===== config.mk =====
export PLATFORM = sky130hd
export DESIGN_NAME = stopwatch_disp_scan
export DESIGN_NICKNAME = d
export VERILOG_FILES = /design/src/rtl/stopwatch_disp_scan.sv
export SDC_FILE = /design/constraint.sdc
export NUM_CORES = 1
export LEC_CHECK = 0
export CAP_MARGIN = 20
export CORE_MARGIN = 8
export CORE_UTILIZATION = 35
export CTS_BUF_LIST = sky130_fd_sc_hd__clkbuf_4 sky130_fd_sc_hd__clkbuf_8 sky130_fd_sc_hd__clkbuf_16
export CTS_CLUSTER_DIAMETER = 60
export CTS_CLUSTER_SIZE = 24
export DETAILED_ROUTE_END_ITERATION = 10
export PLACE_DENSITY_LB_ADDON = 0.2
export SLEW_MARGIN = 20
export SYNTH_ARGS = -nofsm -noshare
export SYNTH_HDL_FRONTEND = slang
export SYNTH_SLANG_ARGS = --single-unit
export TNS_END_PERCENT = 30

===== constraint.sdc =====
create_clock -name clk -period 5.9 [get_ports clk]
set_input_delay 0.59 -clock clk [delete_from_list [all_inputs] [get_ports clk]]
set_output_delay 0.59 -clock clk [all_outputs]
set_load 0.02 [all_outputs]

===== src/rtl/stopwatch_disp_scan.sv =====
// Six-digit multiplexed 7-segment driver for the stopwatch (MM.SS.CC).
// Snapshot/lap-hold, clamp, BCD and digit scan, all registered.
module stopwatch_disp_scan #(
  parameter int unsigned SCAN_DIV    = 1000,
  parameter bit          SEG_ACT_LOW = 1'b1
) (
  input  logic       clk,
  input  logic       res,
  input  logic [5:0] min,
  input  logic [5:0] sec,
  input  logic [6:0] secv100,
  input  logic       lap,
  output logic       held,
  output logic [5:0] an,
  output logic [6:0] seg,
  output logic       dp
);

  localparam int unsigned CNT_W   = $clog2(SCAN_DIV);
  localparam int unsigned IDX_W   = 3;
  localparam int unsigned NDIG    = 6;
  localparam logic [CNT_W-1:0] CNT_LAST = CNT_W'(SCAN_DIV - 1);
  localparam logic [IDX_W-1:0] IDX_TOP  = IDX_W'(NDIG - 1);

  localparam logic [5:0] AN_OFF  = SEG_ACT_LOW ? 6'h3F : 6'h00;
  localparam logic [6:0] SEG_OFF = SEG_ACT_LOW ? 7'h7F : 7'h00;
  localparam logic       DP_OFF  = SEG_ACT_LOW ? 1'b1  : 1'b0;

  typedef enum logic {
    ST_LIVE = 1'b0,
    ST_HOLD = 1'b1
  } state_e;

  typedef struct packed {
    logic [5:0] mm;
    logic [5:0] ss;
    logic [6:0] cc;
  } time_t;

  function automatic logic [3:0] bcd_tens(input logic [6:0] v);
    return 4'(v / 7'd10);
  endfunction

  function automatic logic [3:0] bcd_units(input logic [6:0] v);
    return 4'(v % 7'd10);
  endfunction

  // Active-high gfedcba pattern.
  function automatic logic [6:0] seg_code(input logic [3:0] d);
    logic [6:0] s;
    case (d)
      4'd0:    s = 7'h3F;
      4'd1:    s = 7'h06;
      4'd2:    s = 7'h5B;
      4'd3:    s = 7'h4F;
      4'd4:    s = 7'h66;
      4'd5:    s = 7'h6D;
      4'd6:    s = 7'h7D;
      4'd7:    s = 7'h07;
      4'd8:    s = 7'h7F;
      4'd9:    s = 7'h6F;
      default: s = 7'h00;
    endcase
    return s;
  endfunction

  state_e                    state_q, state_d;
  logic                      lap_q;
  logic                      lap_edge_c;
  time_t                     snap_q, snap_d;
  time_t                     clamp_q, clamp_d;
  logic [NDIG-1:0][3:0]      bcd_q, bcd_d;
  logic [CNT_W-1:0]          cnt_q, cnt_d;
  logic [IDX_W-1:0]          idx_q, idx_d;
  logic                      held_q, held_d;
  logic [5:0]                an_q, an_d;
  logic [6:0]                seg_q, seg_d;
  logic                      dp_q, dp_d;

  assign lap_edge_c = lap & ~lap_q;

  // Lap/hold FSM: LIVE tracks the counter, HOLD freezes the snapshot.
  always_comb begin
    state_d = state_q;
    snap_d  = snap_q;
    case (state_q)
      ST_LIVE: begin
        snap_d = {min, sec, secv100};
        if (lap_edge_c) state_d = ST_HOLD;
      end
      ST_HOLD: begin
        if (lap_edge_c) state_d = ST_LIVE;
      end
      default: state_d = ST_LIVE;
    endcase
    held_d = (state_d == ST_HOLD);
  end

  // Clamp the counter's transient 60/100 terminal values.
  always_comb begin
    clamp_d    = snap_q;
    clamp_d.mm = (snap_q.mm > 6'd59) ? 6'd59 : snap_q.mm;
    clamp_d.ss = (snap_q.ss > 6'd59) ? 6'd59 : snap_q.ss;
    clamp_d.cc = (snap_q.cc > 7'd99) ? 7'd99 : snap_q.cc;
  end

  always_comb begin
    bcd_d = {bcd_tens(7'(clamp_q.mm)), bcd_units(7'(clamp_q.mm)),
             bcd_tens(7'(clamp_q.ss)), bcd_units(7'(clamp_q.ss)),
             bcd_tens(clamp_q.cc),     bcd_units(clamp_q.cc)};
  end

  // Digit scan: index walks 5..0 once per SCAN_DIV cycles.
  always_comb begin
    cnt_d = cnt_q + CNT_W'(1);
    idx_d = idx_q;
    if (cnt_q == CNT_LAST) begin
      cnt_d = '0;
      idx_d = (idx_q == '0) ? IDX_TOP : idx_q - IDX_W'(1);
    end
  end

  // Output encode; minute tens is blanked when zero.
  always_comb begin
    logic [3:0] digit;
    logic [5:0] an_act;
    logic [6:0] seg_act;
    logic       dp_act;
    digit = 4'd0;
    case (idx_q)
      3'd0:    digit = bcd_q[0];
      3'd1:    digit = bcd_q[1];
      3'd2:    digit = bcd_q[2];
      3'd3:    digit = bcd_q[3];
      3'd4:    digit = bcd_q[4];
      3'd5:    digit = bcd_q[5];
      default: digit = 4'd0;
    endcase
    an_act  = 6'd1 << idx_q;
    seg_act = seg_code(digit);
    if ((idx_q == IDX_TOP) && (digit == 4'd0)) seg_act = 7'h00;
    dp_act  = (idx_q == 3'd4) || (idx_q == 3'd2);
    an_d    = SEG_ACT_LOW ? ~an_act  : an_act;
    seg_d   = SEG_ACT_LOW ? ~seg_act : seg_act;
    dp_d    = SEG_ACT_LOW ? ~dp_act  : dp_act;
  end

  // lap_q follows lap even in reset so a level held across reset is no edge.
  always_ff @(posedge clk) begin
    lap_q <= lap;
    if (res) begin
      state_q <= ST_LIVE;
      snap_q  <= '0;
      clamp_q <= '0;
      bcd_q   <= '0;
      cnt_q   <= '0;
      idx_q   <= IDX_TOP;
      held_q  <= 1'b0;
      an_q    <= AN_OFF;
      seg_q   <= SEG_OFF;
      dp_q    <= DP_OFF;
    end else begin
      state_q <= state_d;
      snap_q  <= snap_d;
      clamp_q <= clamp_d;
      bcd_q   <= bcd_d;
      cnt_q   <= cnt_d;
      idx_q   <= idx_d;
      held_q  <= held_d;
      an_q    <= an_d;
      seg_q   <= seg_d;
      dp_q    <= dp_d;
    end
  end

  assign held = held_q;
  assign an   = an_q;
  assign seg  = seg_q;
  assign dp   = dp_q;

endmodule


==> impl_metrics.csv, run 1 <==
group,metric,value,unit
status,run_status,"completed",
routing,route.detailed.drc,0,
yosys,ys_warn_count,0,
sta,worst_pin_slew,0.989,ns
finish,fin_cells,617,
place,dpl.hpwl,5420,µm
yosys,ys.flop_type,"dfxtp_1",
sta,finClkSkew,0.00795,ns
yosys,syn_nets,482,
routing,drt_iter0_markers,246,
die,fp-row-count,39,
yosys,postSynthCellCount,449,
die,initial_core_util,0.356,
yosys,ys_ff_latch,89,
place,placed_area,4480,µm²
sta,finalSetupViolations,0,
sta,period_needed,2.80,ns
pwr,power,0.00132,W
die,die_w,124,µm
die,core-area,11400,µm²
routing,drtPass1Iterations,6,
critical_path,end_kind,"flip-flop",
cts,hold_buffers,0,
finish,nNetsFinal,502,
finish,areaGrowthSynthToFinish,17.4,%
critical_path,worstPathMaxFanout,16,
yosys,synth_edf_count,0,
routing,wl_per_cell,12.3,µm
place,io_buffers,36,
cts,clk_latency,0.33,ns
cts,cts-resized-gates,0,
cts,cts_buffers,9,
yosys,ys_seq_area_frac,0.440,
die,num_io_pins,37,
sta,maxSlewHeadroom,0.334,
cts,htree_levels,3,
sta,setup_tns,0,ns
global_routing,grt_remaining_overflow,0,
finish,fillers,1147,
yosys,synth.distinct_cells,65,
sta,period_share,0.475,
job,drv_cap,0,
sta,hold_viol_final,0,
critical_path,worstPathRequired,6.09,ns
place,gp_congestion,0.855,
cts,cts_setup_buffers,0,
sta,finalMaxSlewViolations,0,
finish,final_cell_mix,"dfxtp_1 (88), nor2_1 (67), clkdlybuf4s50_1 (35)",
place,dp_cells,601,
worst_hold_path,min_path_type,"flip-flop to flip-flop",
critical_path,worstPathArrival,2.99,ns
yosys,netlist_area,4050,µm²
yosys,avgSynthCellArea,9.01,µm²
finish,final_area,4750,µm²
sta,rsz0062_at_grt,"false",
critical_path,startpoint_type,"flip-flop",
global_routing,grt_pass1_wl,13300,µm
routing,antenna_left,0,
cts,clock_path_buffers,2,
global_routing,globalRouteTotalUtil,0.107,
routing,num_vias,3003,
pwr,p_per_area,278,nW/µm²
finish,final_common_cell,"dfxtp_1",
pwr,p_leak,1.81,nW
global_routing,grt_max_degree,75,
pwr,peakVddDrop,0.148,mV
routing,wirelength,7560,µm
global_routing,grt_antenna_before_repair,0,
cts,cts_num_sinks,89,
global_routing,grt_pass1_vias,2963,
die,fp.dieArea,15300,µm²
cts,cts_tree,"yes",
critical_path,criticalPathCategory,"flip-flop to flip-flop",
finish,antennaDiodeCount,0,
cts,path_clk_slew,0.06,ns
sta,max_freq,357,MHz
cts,root_buffer,"clkbuf_16",
routing,routed_via_density,4.87,
yosys,async_reset_ff_frac,0,
die,die-height,124,µm
finish,drive_gt1_frac,0.0759,
[flip-flops by register name, summed over array words and instances (netlist names)]
signal,count
cnt_q,10
clamp_q,19
dp,1
bcd_q,22
held,1
an,6
snap_q,19
idx_q,3
seg,7
lap_q,1
[where the power goes]
group / internal, W / switching, W
sequential: 0.000633 / 0.0000294
clock: 0.000290 / 0.000227
combinational: 0.0000735 / 0.0000659
[layer usage]
metal,up-vias,global-route usage,part of all wire
met4,0,0.0459,0.016
met2,53,0.167,0.44
met1,1343,0.133,0.50
met3,11,0.0338,0.050
met5,-,0,0
li1,1596,-,-
[path summary, 6_finish.rpt]
check	depth (start not counted)	slack, ns	to	start
setup / recovery	8	3.10	seg[1]	idx_q[1]
hold / removal	2	0.45	clamp_q[9]	snap_q[9]
setup reg to reg	8	3.10	seg[1]	idx_q[1]
hold reg to reg	2	0.45	clamp_q[9]	snap_q[9]
[per-stage QoR]
step	util	hold slack, ns	worst slack, ns
finish	0.418	0.450	3.10
global route	0.418	0.473	2.70
CTS	0.418	0.449	3.06
detailed placement	0.394	0.439	3.08
global placement	0.394	0.433	3.11
floorplan	-	0.418	3.39
[Yosys cell counts, types with 2 or more instances]
cell type  count  share of area
o22ai_1        2         0.0031
nor2_1        67          0.062
nand2b_1      15          0.023
and3_1         2         0.0031
nor3_1         5         0.0062
nand2_1       12          0.011
nor2b_1       20          0.031
mux2_1         2         0.0056
o211ai_1       3         0.0056
inv_1         21          0.019
maj3_1         2         0.0049
buf_2          3         0.0037
o21ai_1        6         0.0074
and2_1         6         0.0093
o21bai_1       3         0.0056
o311ai_0       2         0.0043
a22o_1         2         0.0043
or2_2          3         0.0046
and4_1         2         0.0043
and3b_1        7          0.015
xnor2_1        6          0.013
xor2_1         6          0.013
o21ai_0       10          0.012
mux2i_1       21          0.052
clkbuf_1      23          0.021
nor3b_1        6          0.011
nand3_1        9          0.011
mux2_2         5          0.014
or3_1          2         0.0031
ha_1          11          0.034
a311oi_1       3         0.0065
a31oi_1        2         0.0031
a22oi_1        6          0.011
a2111oi_4      2          0.014
a221o_1        2         0.0049
o31ai_1        2         0.0037
nand3b_1       2         0.0037
or3b_2         2         0.0043
dfxtp_1       89           0.44
a21oi_1       27          0.033
nand4_1        4         0.0062
[worst max-delay path, stage by stage (launching register included)]
cell and delay [ns]:
dfxtp_1 0.61, nor3b_1 0.44, a222oi_1 0.12, o21ai_0 0.27
inv_1 0.19, ha_1 0.26, and3b_1 0.17, a41oi_1 0.44
o21ai_0 0.15
[logic make-up (layout without fill, tap and decap cells)]
family / after synthesis / in the layout / share of synthesized area
simple gates: 171 / 171 / 0.225
flops: 89 / 89 / 0.440
compound gates: 86 / 86 / 0.150
buf+inv: 50 / 75 / 0.0482
mux: 28 / 28 / 0.0714
fa+ha+maj: 13 / 13 / 0.0389
xor+xnor: 12 / 12 / 0.0260
[cell type report]
class                   count  area (µm²)  share of cell area
multi-input cells         310        2070               0.436
flip-flops and latches     89        1780               0.375
repair buffers             37         363              0.0763
clock buffers              10         233              0.0490
well taps                 143         179              0.0376
inverters                  22        82.6              0.0174
clock inverters             6        42.5             0.00895
(Power assumes the default switching activity.)
==> inputs of run 2 (changes only) <==
==> constraint.sdc (replaced) <==
create_clock -name clk -period 2.6 [get_ports clk]
set_input_delay 0.26 -clock clk [delete_from_list [all_inputs] [get_ports clk]]
set_output_delay 0.26 -clock clk [all_outputs]
set_load 0.02 [all_outputs]
==> run 2 against run 1 <==
  * Via count rose by 2.4%
  * Sequential cell count did not move
  * Clock power rose by 130%
  * Critical path depth rose by 2
  * Fmax rose by 15%
  * Critical endpoint is now bcd_q[18]
  * Largest power group unchanged
==> impl_metrics.csv, run 2 (synthesis gave the netlist of run 1 again) <==
group,metric,value,unit
die,fp.dieArea,15300,µm²
global_routing,grt_pass1_vias,2983,
die,die-height,124,µm
critical_path,cp_slowest_stage_delay,0.39,ns
routing,route.detailed.drc,0,
sta,worst_slack,0.159,ns
sta,worst_pin_slew,1.03,ns
finish,drive_gt1_frac,0.121,
finish,final_common_cell,"dfxtp_1",
routing,antenna_left,0,
cts,clk_latency,0.33,ns
finish,largest-register,"bcd_q",
pwr,switching_share,0.230,
sta,max_freq,410,MHz
critical_path,worstPathMaxFanout,8,
cts,clock_path_buffers,2,
critical_path,cp-startpoint,"clamp_q[15]",
cts,cts_tree,"yes",
place,gp_congestion,0.892,
critical_path,path_cells,"nand2b_1 -> or2_2 -> a21oi_1 -> a311oi_2 -> ha_2 -> mux2_2 -> a21oi_1 -> a221o_1 -> and3_1 -> a211oi_1",
worst_hold_path,min_delay_path_depth,1,
cts,path_clk_slew,0.06,ns
sta,finalMaxSlewViolations,0,
finish,nNetsFinal,516,
routing,wirelength,7730,µm
critical_path,criticalPathCategory,"flip-flop to flip-flop",
critical_path,worstPathArrival,2.69,ns
finish,largest_reg_flops,22,
cts,root_buffer,"clkbuf_16",
die,fp-row-count,39,
finish,antennaDiodeCount,0,
finish,top_regs,"bcd_q x22, clamp_q x19, snap_q x19",
pwr,peakVddDrop,0.360,mV
routing,num_vias,3076,
pwr,p_leak,1.89,nW
pwr,clock_power_share,0.396,
finish,final_cell_mix,"dfxtp_1 (83), nor2_1 (67), clkdlybuf4s50_1 (35)",
sta,finClkSkew,0.00720,ns
pwr,p_switching,0.000701,W
sta,setup_tns,0,ns
finish,areaGrowthSynthToFinish,21.3,%
global_routing,grt_pass1_wl,13500,µm
critical_path,rr_worst_depth,10,
critical_path,r2r_start,"clamp_q[15]",
critical_path,end_kind,"flip-flop",
finish,final_area,4910,µm²
routing,wl_per_cell,12.2,µm
global_routing,globalRouteTotalUtil,0.110,
finish,multi_input_area,2100,µm²
critical_path,cp_slowest_cell,"dfxtp_2",
critical_path,worstPathRequired,2.85,ns
pwr,p_comb_frac,0.116,
pwr,cellInternalPower,0.00235,W
die,num_io_pins,37,
pwr,pwr-share-seq,0.489,
cts,cts-resized-gates,1,
routing,drtPass1Iterations,5,
routing,routed_via_density,4.87,
global_routing,grt_remaining_overflow,0,
worst_hold_path,hp-start,"lap",
job,drv_cap,0,
critical_path,cp_common_cell,"a21oi_1",
die,die_w,124,µm
cts,htree_levels,3,
sta,maxSlewHeadroom,0.308,
sta,period_share,0.939,
place,io_buffers,36,
place,place_ws,0.0389,ns
finish,fillers,1147,
place,placed_area,4580,µm²
critical_path,startpoint_type,"flip-flop",
sta,finalSetupViolations,0,
cts,cts_buffers,9,
die,initial_core_util,0.356,
sta,period_needed,2.44,ns
place,dpl.hpwl,5650,µm
cts,hold_buffers,0,
status,run_status,"completed",
routing,drt_iter0_markers,124,
cts,cts_num_sinks,89,
worst_hold_path,min_path_type,"input pin to flip-flop",
global_routing,grt_max_degree,31,
die,core-area,11400,µm²
cts,cts_setup_buffers,0,
finish,seqCellArea,1790,µm²
sta,hold_viol_final,0,
pwr,p_per_area,622,nW/µm²
global_routing,grt_antenna_before_repair,0,
-- run 2: per-stage QoR --
| step | utilization | power (W) | instances | hold WS, ns |
|---|---|---|---|---|
| after floorplan | - | 0.00175 | 449 | 0.288 |
| after global placement | 0.403 | 0.00186 | 615 | 0.431 |
| after detailed placement | 0.403 | 0.00187 | 615 | 0.440 |
| after CTS | 0.429 | 0.00309 | 631 | 0.378 |
| after global routing | 0.432 | 0.00321 | 631 | 0.398 |
| final | 0.432 | 0.00305 | 631 | 0.387 |
-- run 2: layer usage --
| metal | global-route usage | vias to the layer above | wire length, µm |
|---|---|---|---|
| met5 | 0 | - | 0 |
| met4 | 0.0474 | 0 | 168 |
| met3 | 0.0438 | 12 | 533 |
| met2 | 0.169 | 69 | 3380 |
| met1 | 0.133 | 1381 | 3650 |
| li1 | - | 1614 | - |
-- run 2: final timing paths --
path                 end  slack [ns]
min                lap_q        0.39
max reg2reg    bcd_q[18]        0.16
min reg2reg  clamp_q[15]        0.45
max            bcd_q[18]        0.16
-- run 2: area by class of cell --
type,instances,share of cell area
Clock buffer,14,0.0561
Multi-Input combinational cell,310,0.429
Sequential cell,89,0.364
Clock inverter,2,0.00255
Timing Repair Buffer,51,0.0953
Tap cell,143,0.0364
Inverter,22,0.0168
-- run 2: power by group through the flow --
stage	clock network (W)	registers (W)	logic [W]
after floorplan	0	0.00151	0.000248
after global placement	0	0.00152	0.000342
after detailed placement	0	0.00152	0.000347
after CTS	0.00125	0.00149	0.000351
after global routing	0.00131	0.00150	0.000398
final	0.00121	0.00149	0.000353
-- run 2: critical path, delay by kind of cell, from the launching register on --
kind                     cells  cell delay (ns)
adder cells (fa/ha/maj)      1             0.27
AND/OR/NAND/NOR              3             0.52
flip-flops                   1             0.39
AO/OA/AOI/OAI                5             1.02
multiplexers                 1             0.15
==> inputs of run 3 (changes only) <==
--- a/config.mk
+++ b/config.mk
@@ -7,11 +7,13 @@
 export LEC_CHECK = 0
 export CAP_MARGIN = 20
 export CORE_MARGIN = 8
-export CORE_UTILIZATION = 35
+export CORE_UTILIZATION = 43
 export CTS_BUF_LIST = sky130_fd_sc_hd__clkbuf_4 sky130_fd_sc_hd__clkbuf_8 sky130_fd_sc_hd__clkbuf_16
 export CTS_CLUSTER_DIAMETER = 60
 export CTS_CLUSTER_SIZE = 24
 export DETAILED_ROUTE_END_ITERATION = 10
+export GPL_TIMING_DRIVEN = 0
+export HOLD_SLACK_MARGIN = 0.02
 export PLACE_DENSITY_LB_ADDON = 0.2
 export SLEW_MARGIN = 20
 export SYNTH_ARGS = -nofsm -noshare
==> run 3 against run 2 <==
  * Critical path depth down 1
  * Worst hold slack worse by 0.0061 ns
  * Setup slack better by 0.021 ns
  * Critical path type unchanged
  * Largest power group unchanged
  * Sequential cell count unchanged
  * Critical endpoint is now bcd_q[10]
==> impl_metrics.csv, run 3 (synthesis gave the netlist of run 1 again) <==
group,metric,value,unit
status,run_status,"completed",
place,dp_cells,596,
finish,fillers,882,
die,fp.dieArea,12800,µm²
die,initial_core_util,0.440,
pwr,peakVddDrop,0.385,mV
finish,areaGrowthSynthToFinish,20.2,%
sta,finalSetupViolations,0,
routing,route.detailed.drc,0,
critical_path,cp-endpoint,"bcd_q[10]",
cts,cts_num_sinks,89,
place,io_buffers,36,
sta,hold_viol_final,0,
cts,cts_buffers,9,
routing,drtPass1Iterations,4,
cts,path_clk_slew,0.09,ns
critical_path,criticalPathCategory,"flip-flop to flip-flop",
routing,drt_iter0_markers,121,
finish,largest_reg_flops,22,
pwr,cellInternalPower,0.00219,W
routing,wirelength,8120,µm
critical_path,startpoint_type,"flip-flop",
pwr,switching_share,0.244,
sta,max_freq,413,MHz
cts,clk_latency,0.35,ns
finish,largest-register,"bcd_q",
critical_path,worstPathRequired,2.88,ns
cts,root_buffer,"clkbuf_8",
sta,maxSlewHeadroom,0.515,
pwr,p_switching,0.000708,W
finish,top_regs,"bcd_q x22, clamp_q x19, snap_q x19",
job,drv_cap,0,
global_routing,grt_remaining_overflow,0,
sta,worst_pin_slew,0.728,ns
global_routing,grt_antenna_before_repair,0,
finish,seqCellArea,1790,µm²
worst_hold_path,min_path_type,"input pin to flip-flop",
die,fp-row-count,35,
finish,fin_cells,608,
die,core-area,9200,µm²
finish,multi_input_area,2150,µm²
routing,antenna_left,0,
critical_path,end_kind,"flip-flop",
critical_path,worstPathMaxFanout,10,
global_routing,globalRouteTotalUtil,0.132,
sta,setup_tns,0,ns
finish,antennaDiodeCount,0,
critical_path,rrSetupSlack,0.18,ns
cts,cts_tree,"yes",
pwr,p_per_area,595,nW/µm²
cts,clock_path_buffers,2,
critical_path,r2r_start,"clamp_q[9]",
global_routing,grt_pass1_wl,13800,µm
cts,htree_levels,3,
finish,nNetsFinal,525,
global_routing,grt_pass1_vias,3029,
place,dpl.hpwl,5910,µm
finish,final_common_cell,"dfxtp_1",
pwr,p_comb_frac,0.128,
sta,finClkSkew,0.0113,ns
critical_path,r2r_end,"bcd_q[10]",
pwr,clock_power_share,0.361,
routing,routed_via_density,5.16,
critical_path,worstPathArrival,2.70,ns
finish,final_cell_mix,"dfxtp_1 (83), nor2_1 (67), clkdlybuf4s50_1 (36)",
routing,num_vias,3140,
sta,finalMaxSlewViolations,0,
die,num_io_pins,37,
sta,period_share,0.931,
routing,wl_per_cell,13.4,µm
worst_hold_path,min_delay_path_depth,1,
critical_path,rr_worst_depth,9,
die,die_w,113,µm
pwr,p_leak,1.86,nW
place,gp_congestion,0.897,
sta,period_needed,2.42,ns
critical_path,cp-startpoint,"clamp_q[9]",
pwr,pwr-share-seq,0.511,
global_routing,grt_max_degree,16,
die,die-height,113,µm
finish,drive_gt1_frac,0.121,
[run 3: per-stage QoR]
stage               cell area, µm²  setup slack (ns)   util  hold WS, ns  total power (W)
floorplan                     4050            0.0884      -        0.288          0.00175
global placement              4550            -0.314  0.494        0.433          0.00186
detailed placement            4550            -0.332  0.494        0.439          0.00187
CTS                           4810            0.0237  0.523        0.367          0.00292
global route                  4870        -0.0000548  0.529        0.374          0.00303
finish                        4870             0.180  0.529        0.381          0.00290
[run 3: critical path, stage by stage, from the launching register on]
cell and delay [ns]:
dfxtp_1 0.38, nand2b_1 0.23, a31o_2 0.28, a32oi_1 0.22, ha_2 0.34, and3b_1 0.20
a2111oi_2 0.05, o32ai_2 0.20, mux2_2 0.37, nor2_1 0.08
[run 3: worst min-delay path by stage]
stage	start	endpoint	slack, ns
floorplan	lap	lap_q	0.29
global placement	cnt_q[0]	cnt_q[0]	0.43
detailed placement	snap_q[13]	clamp_q[13]	0.44
CTS	lap	lap_q	0.37
global route	lap	lap_q	0.37
finish	lap	lap_q	0.38
[run 3: what timing repair did]
item	in CTS	in global routing
hold buffers	0	0
pin swaps	1	4
setup endpoints to repair	13	12
gates resized for setup	17	17
setup buffers	0	1
[run 3: area by class of cell]
class / count / area share
buffer: 23 / 0.0231
clock buffer: 10 / 0.0283
clock inverter: 6 / 0.0185
inverter: 22 / 0.0170
multi-input combinational: 310 / 0.441
sequential: 89 / 0.368
tap: 111 / 0.0285
timing repair buffer: 37 / 0.0756
[run 3: power by group through the flow]
stage / combinational (W) / clock [W] / sequential [W]
after detailed placement: 0.000361 / 0 / 0.00151
after global routing: 0.000415 / 0.00113 / 0.00149
final: 0.000371 / 0.00105 / 0.00148
after CTS: 0.000366 / 0.00108 / 0.00148
after floorplan: 0.000248 / 0 / 0.00151
after global placement: 0.000353 / 0 / 0.00151
[run 3: layer usage]
metal	global-route usage	part of all wire
met3	0.0314	0.042
met4	0.0675	0.020
met2	0.217	0.47
met5	0	0
met1	0.157	0.47
